<file path="src/rtl/ifetch_queue.sv">
// Instruction fetch stage: issues single-outstanding word fetches for the current PC
// and buffers returned instructions, with their PCs, in a small queue for the decoder.
module ifetch_queue #(
  parameter int DEPTH = 2
) (
  input  logic        clk,
  input  logic        rst,
  input  logic [31:0] pc,
  input  logic        flush,
  output logic        pc_advance,
  output logic        imem_req,
  output logic [31:0] imem_addr,
  input  logic        imem_gnt,
  input  logic        imem_rvalid,
  input  logic [31:0] imem_rdata,
  output logic        instr_valid,
  output logic [31:0] instr,
  output logic [31:0] instr_pc,
  input  logic        instr_ready,
  output logic        fetch_misaligned
);

  localparam int AW = $clog2(DEPTH);
  localparam int CW = AW + 2;
  localparam logic [CW-1:0] DEPTH_C = CW'(DEPTH);

  logic [31:0]   q_instr [DEPTH];
  logic [31:0]   q_pc    [DEPTH];
  logic [AW-1:0] wr_ptr;
  logic [AW-1:0] rd_ptr;
  logic [AW:0]   count;
  logic          outstanding;
  logic          discard;
  logic          misaligned;
  logic [31:0]   out_pc;

  logic          pop;
  logic          resp;
  logic          push;
  logic          pc_aligned;
  logic          credit_ok;
  logic          eligible;
  logic [CW-1:0] credit_used;

  // Credit counts the in-flight word as already occupying a slot, so a grant
  // can never produce a response with nowhere to go.
  always_comb begin
    pop         = instr_valid & instr_ready;
    resp        = imem_rvalid & outstanding;
    push        = resp & ~discard & ~flush;
    credit_used = CW'(count) + CW'(outstanding) - CW'(pop);
    credit_ok   = credit_used < DEPTH_C;
    pc_aligned  = pc[1:0] == 2'b00;
    eligible    = ~rst & ~flush & ~misaligned & (~outstanding | imem_rvalid) & credit_ok;
    imem_req    = eligible & pc_aligned;
    pc_advance  = imem_req & imem_gnt;
    imem_addr   = rst ? 32'h0 : {pc[31:2], 2'b00};
  end

  assign instr_valid      = count != '0;
  assign instr            = q_instr[rd_ptr];
  assign instr_pc         = q_pc[rd_ptr];
  assign fetch_misaligned = misaligned;

  always_ff @(posedge clk or posedge rst) begin
    if (rst) begin
      for (int i = 0; i < DEPTH; i++) begin
        q_instr[i] <= '0;
        q_pc[i]    <= '0;
      end
    end else if (push) begin
      q_instr[wr_ptr] <= imem_rdata;
      q_pc[wr_ptr]    <= out_pc;
    end
  end

  always_ff @(posedge clk or posedge rst) begin
    if (rst) begin
      wr_ptr <= '0;
      rd_ptr <= '0;
      count  <= '0;
    end else if (flush) begin
      wr_ptr <= '0;
      rd_ptr <= '0;
      count  <= '0;
    end else begin
      if (push) wr_ptr <= wr_ptr + AW'(1);
      if (pop)  rd_ptr <= rd_ptr + AW'(1);
      case ({push, pop})
        2'b10:   count <= count + (AW+1)'(1);
        2'b01:   count <= count - (AW+1)'(1);
        default: count <= count;
      endcase
    end
  end

  // A flush with a word still in flight marks that word to be dropped on arrival;
  // a word arriving in the flush cycle itself is dropped through push instead.
  always_ff @(posedge clk or posedge rst) begin
    if (rst) begin
      outstanding <= 1'b0;
      discard     <= 1'b0;
      misaligned  <= 1'b0;
      out_pc      <= '0;
    end else begin
      if (pc_advance) begin
        outstanding <= 1'b1;
        out_pc      <= pc;
      end else if (resp) begin
        outstanding <= 1'b0;
      end

      if (flush)               discard <= outstanding & ~imem_rvalid;
      else if (resp & discard) discard <= 1'b0;

      if (flush)                         misaligned <= 1'b0;
      else if (eligible & ~pc_aligned)   misaligned <= 1'b1;
    end
  end

endmodule

</file>
<file path="config.mk">
export PLATFORM = sky130hd
export DESIGN_NAME = ifetch_queue
export DESIGN_NICKNAME = d
export VERILOG_FILES = /design/src/rtl/ifetch_queue.sv
export SDC_FILE = /design/constraint.sdc
export NUM_CORES = 1
export LEC_CHECK = 0
export CAP_MARGIN = 20
export CORE_UTILIZATION = 44
export DETAILED_ROUTE_END_ITERATION = 10
export DONT_BUFFER_PORTS = 1
export PLACE_DENSITY_LB_ADDON = 0.1
export SYNTH_ARGS = -nofsm -noshare
export SYNTH_HDL_FRONTEND = slang
export SYNTH_SLANG_ARGS = --single-unit
</file>
<file path="constraint.sdc">
create_clock -name clk -period 6.1 [get_ports clk]
set_input_delay 0 -clock clk [delete_from_list [all_inputs] [get_ports clk]]
set_output_delay 0 -clock clk [all_outputs]
set_load 0.01 [all_outputs]
</file>
Word level (Yosys, flattened, before mapping) --
Index checks and enable logic that the tools add are counted.
Word-level totals: output and inout port bits 100, register bits after elaboration 167, logic and storage cells 78
Cells by class: order comparisons 4, add/subtract/negate cells 6, reductions and logical operators 9, eq/ne operators 2, muxes and demuxes 23, bitwise gates (word level) 23
Operator list (number):
- $mux W32 | 8
- $bwmux W64 | 2
- $demux W32 S1 | 1
- $and A1 B1 Y1 | 13
- $reduce_bool A2 Y1 | 6
- $mux W1 | 10
- $not A1 Y1 | 7
- $ge A2 B2 Y1 const B | 2
- $not A1 Y2 | 2
- $pmux W2 S2 | 1
- $add A2 B1 Y3 | 1
- $lt A3 B2 Y1 const B | 1
- $reduce_bool A3 Y1 | 1
- $sub A3 B1 Y3 | 1
- $add A1 B1 Y1 const B | 2
- $add A2 B1 Y2 const B | 1
- $eq A2 B1 Y1 const B | 1
- $eq A2 B2 Y1 const B | 1
- $logic_not A2 Y1 | 1
- $lt A2 B1 Y1 const B | 1
- $mux W2 | 1
- $sub A2 B1 Y2 const B | 1
- $logic_and A1 B1 Y1 | 1
- $or A1 B1 Y1 | 1

Longest topological paths before layout --
Gate-level depths: netlist of the first run.
word-level depth 8, gate-level depth with buffers 8, gate-level depth less buffers 7

Worst setup path after synthesis of the first run --
No wires, ideal clock.
path type reg2reg, start register count[1], end register out_pc[10], period minus slack after synthesis 2.624 ns, slack 3.476 ns, stages on the path, launching flop included 9, arrival time 2.499 ns, path buffers 1, cell sequence dfrtp_1 > o21a_1 > ha_1 > nand2b_1 > fa_1 > nor4b_2 > nand4b_2 > buf_2 > mux2_2
On the way: word-level cells in the longest chain between the ends 7
RTL lines:
- from (decl) | line 31 | logic [AW:0] count;
- from (signal assigned) | line 90 | 2'b10: count <= count + (AW+1)'(1);
- from (signal assigned) | line 91 | 2'b01: count <= count - (AW+1)'(1);
- from (signal assigned) | line 92 | default: count <= count;
- branches (longest 2 deep; another with $add A2 B1 Y3)
- $sub A3 B1 Y3 * | line 51 | credit_used = CW'(count) + CW'(outstanding) - CW'(pop);
- $lt A3 B2 Y1 * | line 52 | credit_ok = credit_used < DEPTH_C;
- $and A1 B1 Y1 * | line 54 | eligible = ~rst & ~flush & ~misaligned & (~outstanding | imem_rvalid) & credit_ok;
- $and A1 B1 Y1 * | line 55 | imem_req = eligible & pc_aligned;
- $and A1 B1 Y1 * | line 56 | pc_advance = imem_req & imem_gnt;
- to (signal assigned) | line 108 | out_pc <= pc;
- to (decl) | line 35 | logic [31:0] out_pc;
Mark *: on every way between the ends. A chain may end at the register's enable or synchronous reset.

Final worst setup path of the first run --
start register count[1], end output port imem_req
On the way: word-level cells in the longest chain between the ends 6
RTL lines:
- branches (longest 2 deep; another with $add A2 B1 Y3)
- $sub A3 B1 Y3 * | line 51
- $lt A3 B2 Y1 * | line 52
- $and A1 B1 Y1 * | line 54
- $and A1 B1 Y1 * | line 55
- to (decl) | line 11 | output logic imem_req,
Marked as above.

==> flow_summary.ini, run 1 <==
[global_routing]
grt_pass1_vias = 4544
grt_max_degree = 88
track_usage_pct = 18.3
overflow = 0
antenna_found_initial = 0
grt_pass1_wl_microns = 24800

[place]
port-buffer-count = 0
pre_cts_ws_ns = 3.29
gp_congestion = 0.696
dp_hpwl_microns = 9220

[final_layout]
register_area_sq_mm = 0.00418
final_common_cell = dfrtp_1
final_cell_mix = 166 x dfrtp_1, 157 x mux2_2, 71 x dlygate4sd3_1, 60 x mux2_4, 30 x nor2b_1
layout-drive-gt1-share_pct = 46.6
multi_input_area_sq_mm = 0.00322
nFillCells = 1395
n_antenna_cell = 0
area_delta_synth_final_pct = 19.1
fin_nets = 630

[floorplan]
dieWidth_microns = 134
io_pins = 170
start_util_pct = 45.6
die-area_sq_mm = 0.0179
die_h_microns = 134
core_sq_mm = 0.0168
rows = 47

[power]
leakagePower_nw = 4.44
powerDensity_mw_per_mm2 = 303
vdd_ir_drop_max_mv = 0.179

[drt]
drtIter0Drc = 133
met3WireLength_microns = 822
firstDrtPassIters = 4
wl_met1_microns = 6870
wl_per_cell_microns = 19.4
top_layer_used = met4
num_vias = 4141
drc = 0
avgViaCountPerCell = 5.24
ant_nets = 0
routed_wirelength_microns = 15400
wl_met2_microns = 7410

[setup_path]
cp-end-kind = output pin
critical_path_required_ns = 6.10
crit_fanout = 8
critPathLaunchType = flip-flop
critPathArrivalTime_ns = 3.13
worstSetupPathType = reg2out

[clocking]
cts_buffer_depth = 2
cts_buffers = 17
clk_latency_ns = 0.42
clk_pin_slew_ns = 0.06
cts_resized = 0
cts_max_level = 4
cts_tree = done
root_buffer = clkbuf_16
numClockSinks = 167

[run_status]
status = finished clean

[timing]
slew_headroom_pct = 44.4
finalSetupTns_ns = 0
period_needed_ns = 3.13
fin_crit_sh_pct = 51.3
tightest_slew_ns = 0.834
max_freq_ghz = 0.319
skew_ns = 0.00750
final-hold-violation-count = 0
rsz0062_at_grt = no
layout_setup_ws_ns = 2.97
slew_viol_final = 0
finalSetupViolations = 0

[synth]
postSynthCellCount = 489
netlist_area_sq_mm = 0.00764
synth.distinct_cells = 40
postSynthAreaPerCell_sq_um = 15.6
ys_seq_area_share_pct = 54.7
synth-seq-cells = 167
yosysWarnings = 0

[min_path]
worstHoldPathType = in2reg

[job]
cap_violations = 0
where the power goes:
part | internal, mW | leakage, nW | switching (mW)
Clock | 0.688 | 0.309 | 0.435
Combinational | 0.184 | 1.88 | 0.146
Sequential | 1.23 | 2.25 | 0.0725
cells by family after synthesis:
logic type	after synthesis	share of synthesized area, %
xor+xnor	3	0.344
buf+inv	33	3.26
mux	222	35.6
fa+ha+maj	2	0.426
simple gates	51	4.75
other cells	1	0.0491
flops	167	54.7
compound gates	10	0.868
registers in the layout, indices dropped and copies added, names as in the netlist:
signal and cells:
rd_ptr 1, outstanding 1, q_instr 64, out_pc 32, discard 1, count 2
q_pc 64, fetch_misaligned 1, wr_ptr 1
through the flow:
stage / hold slack (ns) / area [sq um] / utilization (%) / total power [mW] / std cells
6_report: 0.0456 / 9100 / 54.3 / 2.76 / 791
5_1_grt: 0.0137 / 9100 / 54.3 / 2.89 / 791
4_1_cts: 0.0216 / 9080 / 54.2 / 2.79 / 790
3_5_place_dp: 0.0499 / 7740 / 46.2 / 1.61 / 687
3_3_place_gp: 0.0437 / 7740 / 46.2 / 1.60 / 687
2_1_floorplan: 0.0464 / 7650 / - / 1.56 / 490
worst max-delay path, cell delays in order, from the launching register on:
cell and delay (ns):
dfrtp_1 0.47, o21a_1 0.24, ha_1 0.27, nand2b_1 0.15
fa_1 0.47, nor4b_2 0.32, nand2_1 0.12, nor4b_1 0.67
layout make-up:
type | count | share of cell area [%]
Sequential cell | 167 | 45.9
Clock buffer | 21 | 5.28
Inverter | 4 | 0.220
Multi-Input combinational cell | 290 | 35.4
Tap cell | 220 | 3.02
Clock inverter | 11 | 1.58
Timing Repair Buffer | 78 | 8.60
worst paths after layout:
check | start | to | slack (ns) | depth (start not counted)
max in group asynchronous | rst | fetch_misaligned$_DFFE_PP0P_ | 4.72 | 4
worst min-delay path | imem_rvalid | count[1]$_DFFE_PP0P_ | 0.05 | 2
min in group asynchronous | rst | q_instr[58]$_DFFE_PP0P_ | 0.25 | 2
worst max-delay path | count[1]$_DFFE_PP0P_ | imem_req | 2.97 | 7
worst min register to register | q_instr[47]$_DFFE_PP0P_ | q_instr[47]$_DFFE_PP0P_ | 0.48 | 1
worst max register to register | count[1]$_DFFE_PP0P_ | fetch_misaligned$_DFFE_PP0P_ | 3.24 | 8
cells in the mapped netlist:
master	instances	share of area, %
nand2_1	1	0.049
a21boi_0	1	0.098
nand2_2	1	0.082
conb_1	1	0.049
or3b_2	1	0.11
mux2_1	5	0.74
inv_1	4	0.20
or2b_1	1	0.098
buf_6	1	0.15
o21ai_0	2	0.13
nor2_1	2	0.098
and2_1	2	0.16
dfrtp_1	167	55
fa_1	1	0.26
o2111ai_1	1	0.11
nand2b_1	2	0.16
nand3b_1	2	0.20
a31oi_1	1	0.082
nor4bb_1	1	0.13
mux2_4	60	12
and3_1	1	0.082
buf_12	6	1.6
clkbuf_1	10	0.49
ha_1	1	0.16
buf_2	10	0.65
o21a_1	1	0.098
or4b_4	1	0.18
nor2b_1	30	2.5
nand4b_2	1	0.20
xor2_1	1	0.11
buf_4	2	0.20
o221a_2	1	0.15
a21oi_1	3	0.20
nor4b_1	1	0.11
or2_2	1	0.082
nor4b_2	1	0.20
nor3_1	1	0.065
xnor2_1	2	0.23
mux2_2	157	23
nor4_4	1	0.28
routing by layer:
layer	vias up	global-route usage, %
li1	1865	-
met1	2139	23.5
met2	121	29.3
met3	16	5.52
met4	0	6.69
met5	-	0
repair_timing:
item | CTS | global route
buffers inserted | 0 | 0
endpoints found under the hold margin | 181 | 0
hold buffers | 71 | 0
endpoints found under the setup margin | 0 | 0
Note: power is estimated with default switching activity, not from simulation.
==> inputs of run 2 (changes only) <==
==> constraint.sdc (replaced) <==
create_clock -name clk -period 2.8 [get_ports clk]
set_input_delay 0 -clock clk [delete_from_list [all_inputs] [get_ports clk]]
set_output_delay 0 -clock clk [all_outputs]
set_load 0.01 [all_outputs]
==> run 2 against run 1 <==
Against the previous run:
- sequential share of layout area is 0.12 points lower
- die area unchanged
- worst setup slack got worse by 3.0 ns
- sequential cell count did not move
- clock-buffer cell count fell by 3
- non-clock buffer count grew 6
- via count unchanged
- routed wire length shrank 0.68%
- critical path depth rose by 1
- clock power rose by 90%
- register-to-register slack worse by 3.0 ns
- critical path type unchanged
- largest cell class unchanged
- largest power group unchanged
==> flow_summary.ini, run 2 (synthesized netlist as in run 1, its figures left out) <==
[run_status]
status = finished clean

[global_routing]
track_usage_pct = 18.0
grt_pass1_vias = 4515
grt_pass1_wl_microns = 24600
grt_max_degree = 75
overflow = 0
antenna_found_initial = 0

[clocking]
root_buffer = clkbuf_16
clk_pin_slew_ns = 0.06
clk_latency_ns = 0.42
cts_max_level = 4
cts_tree = done
cts_buffers = 17
cts_setup_buffers = 0
numClockSinks = 167
cts_buffer_depth = 2

[job]
cap_violations = 0

[final_layout]
nFillCells = 1388
final_common_cell = dfrtp_1
stdcell_count = 797
reg.largest.list = q_instr (64), q_pc (64), out_pc (32)
layout-drive-gt1-share_pct = 47.7
final_area_sq_mm = 0.00913
final_cell_mix = 166 x dfrtp_1, 157 x mux2_2, 71 x dlygate4sd3_1, 60 x mux2_4, 30 x nor2b_1
fin_nets = 636
n_antenna_cell = 0
area_delta_synth_final_pct = 19.4

[timing]
finalSetupTns_ns = 0
finalSetupViolations = 0
slew_headroom_pct = 43.3
max_freq_ghz = 0.358
final-hold-violation-count = 0
rsz0062_at_grt = yes
skew_ns = 0.00834
slew_viol_final = 0
period_needed_ns = 2.79
fin_crit_sh_pct = 99.8
tightest_slew_ns = 0.851

[floorplan]
die-area_sq_mm = 0.0179
core_sq_mm = 0.0168
io_pins = 170
start_util_pct = 45.6
dieWidth_microns = 134
rows = 47
die_h_microns = 134

[power]
vdd_ir_drop_max_mv = 0.416
powerDensity_mw_per_mm2 = 624
power_mw = 5.70
p_sw_mw = 1.45
swShare_pct = 25.4
internal_power_mw = 4.25
p_clk_share_pct = 37.4
leakagePower_nw = 4.45
seqPwrFrac_pct = 49.8
comb_power_share_pct = 12.8

[drt]
drtIter0Drc = 99
routed_wirelength_microns = 15300
wl_per_cell_microns = 19.1
num_vias = 4141
firstDrtPassIters = 4
avgViaCountPerCell = 5.20
ant_nets = 0
drc = 0

[setup_path]
critPathArrivalTime_ns = 2.79
worstSetupPathType = reg2out
r2r_cells = 8
max_stage_delay_ns = 0.48
worst_path_max_delay_cell = fa_1
cp_top_family = simple AND/OR/NAND/NOR gates
path_cells = o21a_1, ha_1, nand2b_4, fa_1, nor4b_4, nand2_2, nor4b_4, buf_4
cp-end-kind = output pin
path_common_cell = nor4b_4
ff2ff_setup_slack_ns = 0.21
r2r_end = out_pc[26]$_DFFE_PP0P_
cp.depth = 8
timing.critical_path.buf_inv = 1
critPathLaunchType = flip-flop
critical_path_required_ns = 2.80
regToRegStartpoint = count[1]$_DFFE_PP0P_
crit_fanout = 3

[place]
placed_area_sq_mm = 0.00784
port-buffer-count = 0
post-place-cells = 694
gp_congestion = 0.704
dp_hpwl_microns = 9310

[min_path]
min_path_cells = 1
hold_start = rst
worstHoldPathType = in2out
min_to = imem_addr[23]
-- run 2: changes by cell type in the layout (fill, tap and decap cells not counted), sizes merged --
cell	delta
buf	+6
clkinvlp	+5
bufinv	-3
clkbuf	-3
inv	+1
-- run 2: what timing repair did --
item,CTS,global route
resized for setup,3,2
pin swaps,0,2
endpoints found under the setup margin,2,3
endpoints found under the hold margin,129,1
hold buffers,71,1
-- run 2: through the flow --
step / worst slack [ns] / hold WS [ns] / util, %
floorplan: 0.176 / 0.0464 / -
global placement: 0.232 / -0.0183 / 46.8
detailed placement: 0.167 / -0.0239 / 46.8
CTS: 0.00704 / 0.0508 / 54.4
global route: -0.110 / 0.0548 / 54.5
finish: 0.00559 / 0.0523 / 54.5
-- run 2: how the worst max path moves through the flow --
stage	start	end	slack [ns]
after floorplan	count[1]$_DFFE_PP0P_	out_pc[10]$_DFFE_PP0P_	0.18
after global placement	count[0]$_DFFE_PP0P_	out_pc[2]$_DFFE_PP0P_	0.23
after detailed placement	count[0]$_DFFE_PP0P_	out_pc[26]$_DFFE_PP0P_	0.17
after CTS	count[0]$_DFFE_PP0P_	pc_advance	0.007
after global routing	count[1]$_DFFE_PP0P_	pc_advance	-0.11
final	count[1]$_DFFE_PP0P_	imem_req	0.006
-- run 2: layout make-up --
cell class	count	area [sq um]	share of cell area, %
Sequential cell	167	4180	45.8
Multi-Input combinational cell	290	3250	35.7
Clock inverter	14	101	1.11
Inverter	4	18.8	0.206
Tap cell	220	275	3.02
Clock buffer	18	439	4.81
Timing Repair Buffer	84	858	9.40
-- run 2: layer usage --
metal | up-vias | share of wire, % | track usage (%)
met5 | - | 0 | 0
met4 | 0 | 1.2 | 6.63
met3 | 13 | 5.6 | 5.48
met2 | 101 | 50 | 29.7
met1 | 2150 | 43 | 22.4
li1 | 1877 | - | -
-- run 2: power groups by stage --
stage | combinational, mW | sequential [mW] | clock [mW]
2_1_floorplan | 0.560 | 2.83 | 0
3_3_place_gp | 0.632 | 2.86 | 0
3_5_place_dp | 0.645 | 2.88 | 0
4_1_cts | 0.744 | 2.84 | 2.21
5_1_grt | 0.791 | 2.87 | 2.32
6_report | 0.729 | 2.84 | 2.13
